--- config.mk ---
export PLATFORM = sky130hd
export DESIGN_NAME = lap_timer_core_flat
export DESIGN_NICKNAME = d
export VERILOG_FILES = /design/src/rtl/lap_timer_core_if.sv /design/src/rtl/lap_timer_core.sv /design/src/flat_wrapper.sv
export SDC_FILE = /design/constraint.sdc
export NUM_CORES = 1
export LEC_CHECK = 0
export ABC_AREA = 1
export BUFFER_PORTS_ARGS = -buffer_cell sky130_fd_sc_hd__buf_2
export CAP_MARGIN = 20
export CORE_MARGIN = 5
export CORE_UTILIZATION = 25
export DETAILED_ROUTE_END_ITERATION = 10
export PLACE_DENSITY_LB_ADDON = 0.2
export SETUP_SLACK_MARGIN = 0.4
export SLEW_MARGIN = 10
export SYNTH_ARGS = -nofsm -noshare
export SYNTH_HDL_FRONTEND = slang
export SYNTH_SLANG_ARGS = --single-unit
--- constraint.sdc ---
create_clock -name clk -period 4.3 [get_ports clk]
set_input_delay 0 -clock clk [delete_from_list [all_inputs] [get_ports clk]]
set_output_delay 0 -clock clk [all_outputs]
set_load 0.05 [all_outputs]
--- src/rtl/lap_timer_core_if.sv ---
// lap_timer_core_if: control pulses in, running time and lap FIFO status out.
// Latency: none, plain wires between the control unit and the timer core.
// Backpressure: none; laps are drained with a one-cycle pop pulse gated by o_lap_valid.
interface lap_timer_core_if #(
   parameter int LAP_DEPTH = 4
) ();
   logic                       i_run_stop;
   logic                       i_clear;
   logic                       i_mode;
   logic                       i_lap;
   logic                       i_lap_pop;
   logic [31:0]                o_time;
   logic [31:0]                o_lap_data;
   logic                       o_lap_valid;
   logic [$clog2(LAP_DEPTH):0] o_lap_count;
   logic                       o_lap_ovf;
   logic                       o_running;
   logic                       o_alarm;

   modport master (
      output i_run_stop, i_clear, i_mode, i_lap, i_lap_pop,
      input  o_time, o_lap_data, o_lap_valid, o_lap_count, o_lap_ovf, o_running, o_alarm
   );

   modport slave (
      input  i_run_stop, i_clear, i_mode, i_lap, i_lap_pop,
      output o_time, o_lap_data, o_lap_valid, o_lap_count, o_lap_ovf, o_running, o_alarm
   );
endinterface

--- src/rtl/lap_timer_core.sv ---
// lap_timer_core: run/stop/clear hour:min:sec:csec counter with prescaler, up/down mode, lap FIFO.
// Latency: o_time updates the cycle after each internal tick; a lap reaches the FIFO head one cycle after i_lap.
// Backpressure: none on the counter; laps arriving while the FIFO is full are dropped and flagged in o_lap_ovf.
// Optional macro COUNTDOWN_STOP_EN: down mode stops at zero (DONE state, one-cycle o_alarm) instead of wrapping.
module lap_timer_core #(
   parameter int CLK_HZ    = 100_000_000,
   parameter int TICK_HZ   = 100,
   parameter int HOUR_MAX  = 24,
   parameter int LAP_DEPTH = 4
) (
   input  logic             clk,
   input  logic             rst,
   lap_timer_core_if.slave  bus
);
   localparam int DIV = CLK_HZ / TICK_HZ;
   localparam int PW  = (DIV > 1) ? $clog2(DIV) : 1;
   localparam logic [PW-1:0] PRESC_TC = PW'(DIV - 1);
   localparam logic [6:0] HOUR_LAST = 7'(HOUR_MAX - 1);
   localparam int AW = $clog2(LAP_DEPTH);
   localparam logic [AW:0] LAP_FULL = (AW+1)'(LAP_DEPTH);

`ifdef COUNTDOWN_STOP_EN
   typedef enum logic [1:0] {IDLE = 2'd0, RUN = 2'd1, STOP = 2'd2, DONE = 2'd3} state_t;
`else
   typedef enum logic [1:0] {IDLE = 2'd0, RUN = 2'd1, STOP = 2'd2} state_t;
`endif

   state_t state, state_nx;
   logic   clear_ok, hit_zero, tick;

   logic [PW-1:0] presc;
   logic [6:0] hour, csec, nx_hour, nx_csec;
   logic [5:0] min, sec, nx_min, nx_sec;
   logic [31:0] time_q;

   logic [31:0]   lap_mem [LAP_DEPTH];
   logic [AW-1:0] wr_ptr, rd_ptr;
   logic [AW:0]   lap_cnt;
   logic          lap_ovf, lap_req, lap_full, push_do, pop_do;

   assign time_q = {1'b0, hour, 2'b00, min, 2'b00, sec, 1'b0, csec};
   assign tick   = (state == RUN) && (presc == PRESC_TC);

   // Next value of the chained time fields for one tick in the current count direction.
   always_comb begin
      nx_hour = hour;
      nx_min  = min;
      nx_sec  = sec;
      nx_csec = csec;
      if (!bus.i_mode) begin
         if (csec != 7'd99) nx_csec = csec + 7'd1;
         else begin
            nx_csec = 7'd0;
            if (sec != 6'd59) nx_sec = sec + 6'd1;
            else begin
               nx_sec = 6'd0;
               if (min != 6'd59) nx_min = min + 6'd1;
               else begin
                  nx_min  = 6'd0;
                  nx_hour = (hour == HOUR_LAST) ? 7'd0 : hour + 7'd1;
               end
            end
         end
      end else begin
         if (csec != 7'd0) nx_csec = csec - 7'd1;
         else begin
            nx_csec = 7'd99;
            if (sec != 6'd0) nx_sec = sec - 6'd1;
            else begin
               nx_sec = 6'd59;
               if (min != 6'd0) nx_min = min - 6'd1;
               else begin
                  nx_min  = 6'd59;
                  nx_hour = (hour == 7'd0) ? HOUR_LAST : hour - 7'd1;
               end
            end
         end
      end
   end

   // Control FSM next state; an honoured clear outranks a coincident run/stop pulse.
   always_comb begin
      state_nx = state;
      clear_ok = 1'b0;
      hit_zero = 1'b0;
      case (state)
         IDLE: begin
            if (bus.i_clear) clear_ok = 1'b1;
            else if (bus.i_run_stop) state_nx = RUN;
         end
         RUN: begin
`ifdef COUNTDOWN_STOP_EN
            // A down tick landing on (or sitting at) zero ends the countdown.
            if (tick && bus.i_mode &&
                ((time_q == 32'd0) || ({nx_hour, nx_min, nx_sec, nx_csec} == 26'd0))) begin
               hit_zero = 1'b1;
               state_nx = DONE;
            end else
`endif
            if (bus.i_run_stop) state_nx = STOP;
         end
         STOP: begin
            if (bus.i_clear) clear_ok = 1'b1;
            else if (bus.i_run_stop) state_nx = RUN;
         end
`ifdef COUNTDOWN_STOP_EN
         DONE: begin
            if (bus.i_clear) clear_ok = 1'b1;
         end
`endif
         default: state_nx = IDLE;
      endcase
      if (clear_ok) state_nx = IDLE;
   end

   // State register.
   always_ff @(posedge clk or posedge rst) begin
      if (rst) state <= IDLE;
      else     state <= state_nx;
   end

   // Prescaler advances only while running so a stop/resume keeps the tick phase.
   always_ff @(posedge clk or posedge rst) begin
      if (rst)                presc <= '0;
      else if (clear_ok)      presc <= '0;
      else if (state == RUN)  presc <= tick ? '0 : presc + 1'b1;
   end

   // Time fields load on each tick, reset to zero on clear or on countdown end.
   always_ff @(posedge clk or posedge rst) begin
      if (rst) begin
         {hour, min, sec, csec} <= '0;
      end else if (clear_ok || hit_zero) begin
         {hour, min, sec, csec} <= '0;
      end else if (tick) begin
         {hour, min, sec, csec} <= {nx_hour, nx_min, nx_sec, nx_csec};
      end
   end

`ifdef COUNTDOWN_STOP_EN
   logic alarm_q;
   // One-cycle alarm pulse aligned with the zero value appearing on o_time.
   always_ff @(posedge clk or posedge rst) begin
      if (rst) alarm_q <= 1'b0;
      else     alarm_q <= hit_zero;
   end
   assign bus.o_alarm = alarm_q;
`else
   assign bus.o_alarm = 1'b0;
`endif

   // Lap FIFO: a pop in the same cycle frees the slot, so lap+pop while full is not an overflow.
   assign lap_req  = bus.i_lap && (state == RUN);
   assign lap_full = (lap_cnt == LAP_FULL);
   assign pop_do   = bus.i_lap_pop && (lap_cnt != '0);
   assign push_do  = lap_req && (!lap_full || pop_do);

   // Lap storage needs no reset; the head is masked to zero when empty.
   always_ff @(posedge clk) begin
      if (push_do) lap_mem[wr_ptr] <= time_q;
   end

   // FIFO pointers, occupancy and sticky overflow flag.
   always_ff @(posedge clk or posedge rst) begin
      if (rst) begin
         wr_ptr  <= '0;
         rd_ptr  <= '0;
         lap_cnt <= '0;
         lap_ovf <= 1'b0;
      end else if (clear_ok) begin
         wr_ptr  <= '0;
         rd_ptr  <= '0;
         lap_cnt <= '0;
         lap_ovf <= 1'b0;
      end else begin
         if (push_do) wr_ptr <= wr_ptr + 1'b1;
         if (pop_do)  rd_ptr <= rd_ptr + 1'b1;
         if (push_do && !pop_do)      lap_cnt <= lap_cnt + 1'b1;
         else if (pop_do && !push_do) lap_cnt <= lap_cnt - 1'b1;
         if (lap_req && lap_full && !pop_do) lap_ovf <= 1'b1;
      end
   end

   assign bus.o_time      = time_q;
   assign bus.o_lap_data  = (lap_cnt != '0) ? lap_mem[rd_ptr] : 32'd0;
   assign bus.o_lap_valid = (lap_cnt != '0);
   assign bus.o_lap_count = lap_cnt;
   assign bus.o_lap_ovf   = lap_ovf;
   assign bus.o_running   = (state == RUN);
endmodule

--- src/flat_wrapper.sv ---
// flat-port wrapper written by rule: the top's interface ports become plain ports
module lap_timer_core_flat 
#(
   parameter int CLK_HZ    = 100_000_000,
   parameter int TICK_HZ   = 100,
   parameter int HOUR_MAX  = 24,
   parameter int LAP_DEPTH = 4
)
  (clk, rst, bus_i_run_stop, bus_i_clear, bus_i_mode, bus_i_lap, bus_i_lap_pop, bus_o_time, bus_o_lap_data, bus_o_lap_valid, bus_o_lap_count, bus_o_lap_ovf, bus_o_running, bus_o_alarm);
  lap_timer_core_if #(.LAP_DEPTH(LAP_DEPTH)) bus_i ();
  input  logic clk;
  input  logic rst;
  input wire logic [$bits(bus_i.i_run_stop)-1:0] bus_i_run_stop;
  input wire logic [$bits(bus_i.i_clear)-1:0] bus_i_clear;
  input wire logic [$bits(bus_i.i_mode)-1:0] bus_i_mode;
  input wire logic [$bits(bus_i.i_lap)-1:0] bus_i_lap;
  input wire logic [$bits(bus_i.i_lap_pop)-1:0] bus_i_lap_pop;
  output wire logic [$bits(bus_i.o_time)-1:0] bus_o_time;
  output wire logic [$bits(bus_i.o_lap_data)-1:0] bus_o_lap_data;
  output wire logic [$bits(bus_i.o_lap_valid)-1:0] bus_o_lap_valid;
  output wire logic [$bits(bus_i.o_lap_count)-1:0] bus_o_lap_count;
  output wire logic [$bits(bus_i.o_lap_ovf)-1:0] bus_o_lap_ovf;
  output wire logic [$bits(bus_i.o_running)-1:0] bus_o_running;
  output wire logic [$bits(bus_i.o_alarm)-1:0] bus_o_alarm;
  assign bus_i.i_run_stop = bus_i_run_stop;
  assign bus_i.i_clear = bus_i_clear;
  assign bus_i.i_mode = bus_i_mode;
  assign bus_i.i_lap = bus_i_lap;
  assign bus_i.i_lap_pop = bus_i_lap_pop;
  assign bus_o_time = bus_i.o_time;
  assign bus_o_lap_data = bus_i.o_lap_data;
  assign bus_o_lap_valid = bus_i.o_lap_valid;
  assign bus_o_lap_count = bus_i.o_lap_count;
  assign bus_o_lap_ovf = bus_i.o_lap_ovf;
  assign bus_o_running = bus_i.o_running;
  assign bus_o_alarm = bus_i.o_alarm;
  lap_timer_core #(.CLK_HZ(CLK_HZ), .TICK_HZ(TICK_HZ), .HOUR_MAX(HOUR_MAX), .LAP_DEPTH(LAP_DEPTH)) u_core (.clk(clk), .rst(rst), .bus(bus_i));
endmodule
==> flow_summary.toml <==
[die]
fp.dieW_um = 191.8
ios = 78
die_area_um2 = 36790
core_area_um2 = 32620
start_util = 0.2533
core.rowCount = 66
die_y_um = 191.8

[detailed_routing]
firstDrtPassIters = 5
ant_nets = 0
drc = 0
drtIter0Drc = 353
wirelength_mm = 21.41
via_per_inst = 4.398
routedWlPerCell_um = 14.84
num_vias = 6346

[synthesis]
synth-seq-cells = 160
synthDistinctLibCells = 37
synth-simple-area-share = 0.2308
synth-xor-area-share = 0.02544
synth_flop_cell = "edfxtp_1"
yosysWarningCount = 0
async_flop_share = 0.3500
syn_area_um2 = 8263
synthAdderAreaFrac = 0.02816
synth_top_family_by_area = "simple AND/OR/NAND/NOR gates"
synth_compound_area_frac = 0.09297
synth_mux_area_frac = 0
synth_edf_count = 104
syn_inst = 925
synth_area_per_cell_um2 = 8.933
yosysSeqAreaShare = 0.5475

[placed_design]
routabilityCongestion = 0.7636
dp.cells = 1405
place_area_um2 = 8987
dp_hpwl_mm = 14.19
portBuffers = 64

[clocking]
cts_buffers = 17
cts_buffer_depth = 2
clk_latency_ps = 430
cts_resized = 0
cts_tree = "yes"
clkSinkCount = 160
path_clk_slew_ps = 80
ctsHtreeMaxLevel = 4
clockRootBuffer = "clkbuf_16"

[setup_path]
arrival_ps = 2750
crit_path_end_kind = "output pin"
path_max_fanout = 28
worstPathRequired_ps = 4300
path_class = "register to output pin"
cp-start-kind = "register"
r2r_slack_ps = 1920

[power]
peakVddDrop_v = 0.0002627
switching_share = 0.4377
p_clk_frac = 0.291
intPower_uw = 2912
p_sw_uw = 2267
power_density_nw_per_um2 = 537.1
p_leak_uw = 0.004189
power_uw = 5179
pwr-share-seq = 0.351
p_comb_frac = 0.359

[sta]
min_period_ps = 2748
fmax_ghz = 0.3639
slew_headroom = 0.3149
hold_viol_final = 0
fin_hold_ws_ps = 142.8
final-max-slew-violation-count = 0
period_share = 0.6390
setup_tns_ps = 0
finClkSkew_ps = 14.81
tightest_slew_ps = 1028
setup_viol = 0
rsz0062_at_grt = "false"

[grt]
grt_max_degree = 57
antenna_found_initial = 1
grt_pass1_wl_mm = 34.57
grt_pass1_vias = 6252
gr-total-overflow = 0
grtUsageTotal = 0.1183

[flow_run]
cap_viol_max_count = 0

[run_status]
status = "completed"

[final_layout]
layout_common_cells = "nor2_1 (170), nand2_1 (143), edfxtp_1 (104)"
area_growth_pct = 16.70
final_common_cell = "nor2_1"
finish.net_count = 1013
fin_area_um2 = 9643
layout.cells.non_filler = 1443
diodes = 0
layout-drive-gt1-share = 0.1399

[worst_hold_path]
hold_path.class = "input pin to register"
## flip-flops by register name, summed over array words and instances (netlist names)
name	cells
u_core.bus.o_lap_ovf	1
u_core.rd_ptr	2
u_core.csec	7
u_core.state	2
u_core.min	6
u_core.sec	6
u_core.lap_mem	104
u_core.hour	7
u_core.presc	20
u_core.bus.o_lap_count	3
u_core.wr_ptr	2
## synth_stat cells, drive strengths merged, types with 2 or more instances
| cell type | n | area [um2] |
|---|---|---|
| edfxtp | 104 | 3123 |
| ha | 17 | 212.7 |
| a31oi | 2 | 12.51 |
| nand3 | 69 | 380.4 |
| nor3 | 13 | 65.06 |
| nand4 | 16 | 106.4 |
| dfrtp | 56 | 1401 |
| inv | 94 | 352.8 |
| a21oi | 37 | 185.2 |
| nor3b | 3 | 22.52 |
| nand2 | 151 | 606.8 |
| buf | 30 | 204.0 |
| xnor2 | 11 | 96.34 |
| xor2 | 13 | 113.9 |
| clkbuf | 16 | 60.06 |
| nor2 | 183 | 719.4 |
| o21ai | 93 | 476.7 |
| o22ai | 10 | 62.56 |
## worst max-delay path: stages (launching register included)
cell and delay [ps]:
dfrtp_1 1020, inv_2 510, nor2_1 190, o21ai_0 100, a21oi_1 190, buf_2 290
## cells by family (layout without fill, tap and decap cells)
kind of cell,after synthesis,count (layout)
flops,160,160
other cells,1,13
xor+xnor,24,24
compound gates,146,146
simple gates,436,436
buf+inv,140,204
fa+ha+maj,18,18
## final timing paths
| kind | depth (start not counted) | to | start |
|---|---|---|---|
| setup reg to reg | 8 | u_core.presc[12] | u_core.state[0] |
| setup / recovery | 5 | bus_o_lap_data[8] | u_core.rd_ptr[1] |
| max in group asynchronous | 4 | u_core.sec[3] | rst |
| hold / removal | 3 | u_core.csec[0] | bus_i_mode |
| min in group asynchronous | 4 | u_core.bus.o_lap_ovf | rst |
| hold reg to reg | 2 | u_core.state[1] | u_core.state[1] |
## per-stage QoR
| step | util | setup WS, ps |
|---|---|---|
| 4_1_cts | 0.2956 | 1474 |
| 5_1_grt | 0.2956 | 1297 |
| 6_report | 0.2956 | 1552 |
| 3_5_place_dp | 0.2755 | 1850 |
| 3_3_place_gp | 0.2755 | 1892 |
| 2_1_floorplan | - | 1647 |
## per-layer routing
| layer | track usage | part of all wire |
|---|---|---|
| met5 | 0 | 0.00033 |
| met4 | 0.02735 | 0.0072 |
| met3 | 0.02236 | 0.032 |
| met2 | 0.1937 | 0.47 |
| met1 | 0.1628 | 0.49 |
## layout make-up
cell class                      instances  area (um2)
Inverter                               94       352.8
Clock buffer                           17       425.4
Sequential cell                       160        4524
Fill cell                            3443       22980
Tap cell                              442       553.0
Multi-Input combinational cell        637        3177
Clock inverter                         15       170.2
Timing Repair Buffer                   78       440.4
## power groups by stage
stage | registers [uW] | clock network [uW] | logic [uW]
3_5_place_dp | 1850 | 0 | 1880
4_1_cts | 1820 | 1560 | 1890
5_1_grt | 1830 | 1620 | 2030
2_1_floorplan | 1860 | 0 | 1400
3_3_place_gp | 1850 | 0 | 1870
6_report | 1820 | 1500 | 1860
## repair_timing
| item | CTS | global route |
|---|---|---|
| hold buffers | 6 | 0 |
| hold endpoints to repair | 61 | 0 |
| buffers inserted | 0 | 0 |
Power figures use the tool's default switching activity.
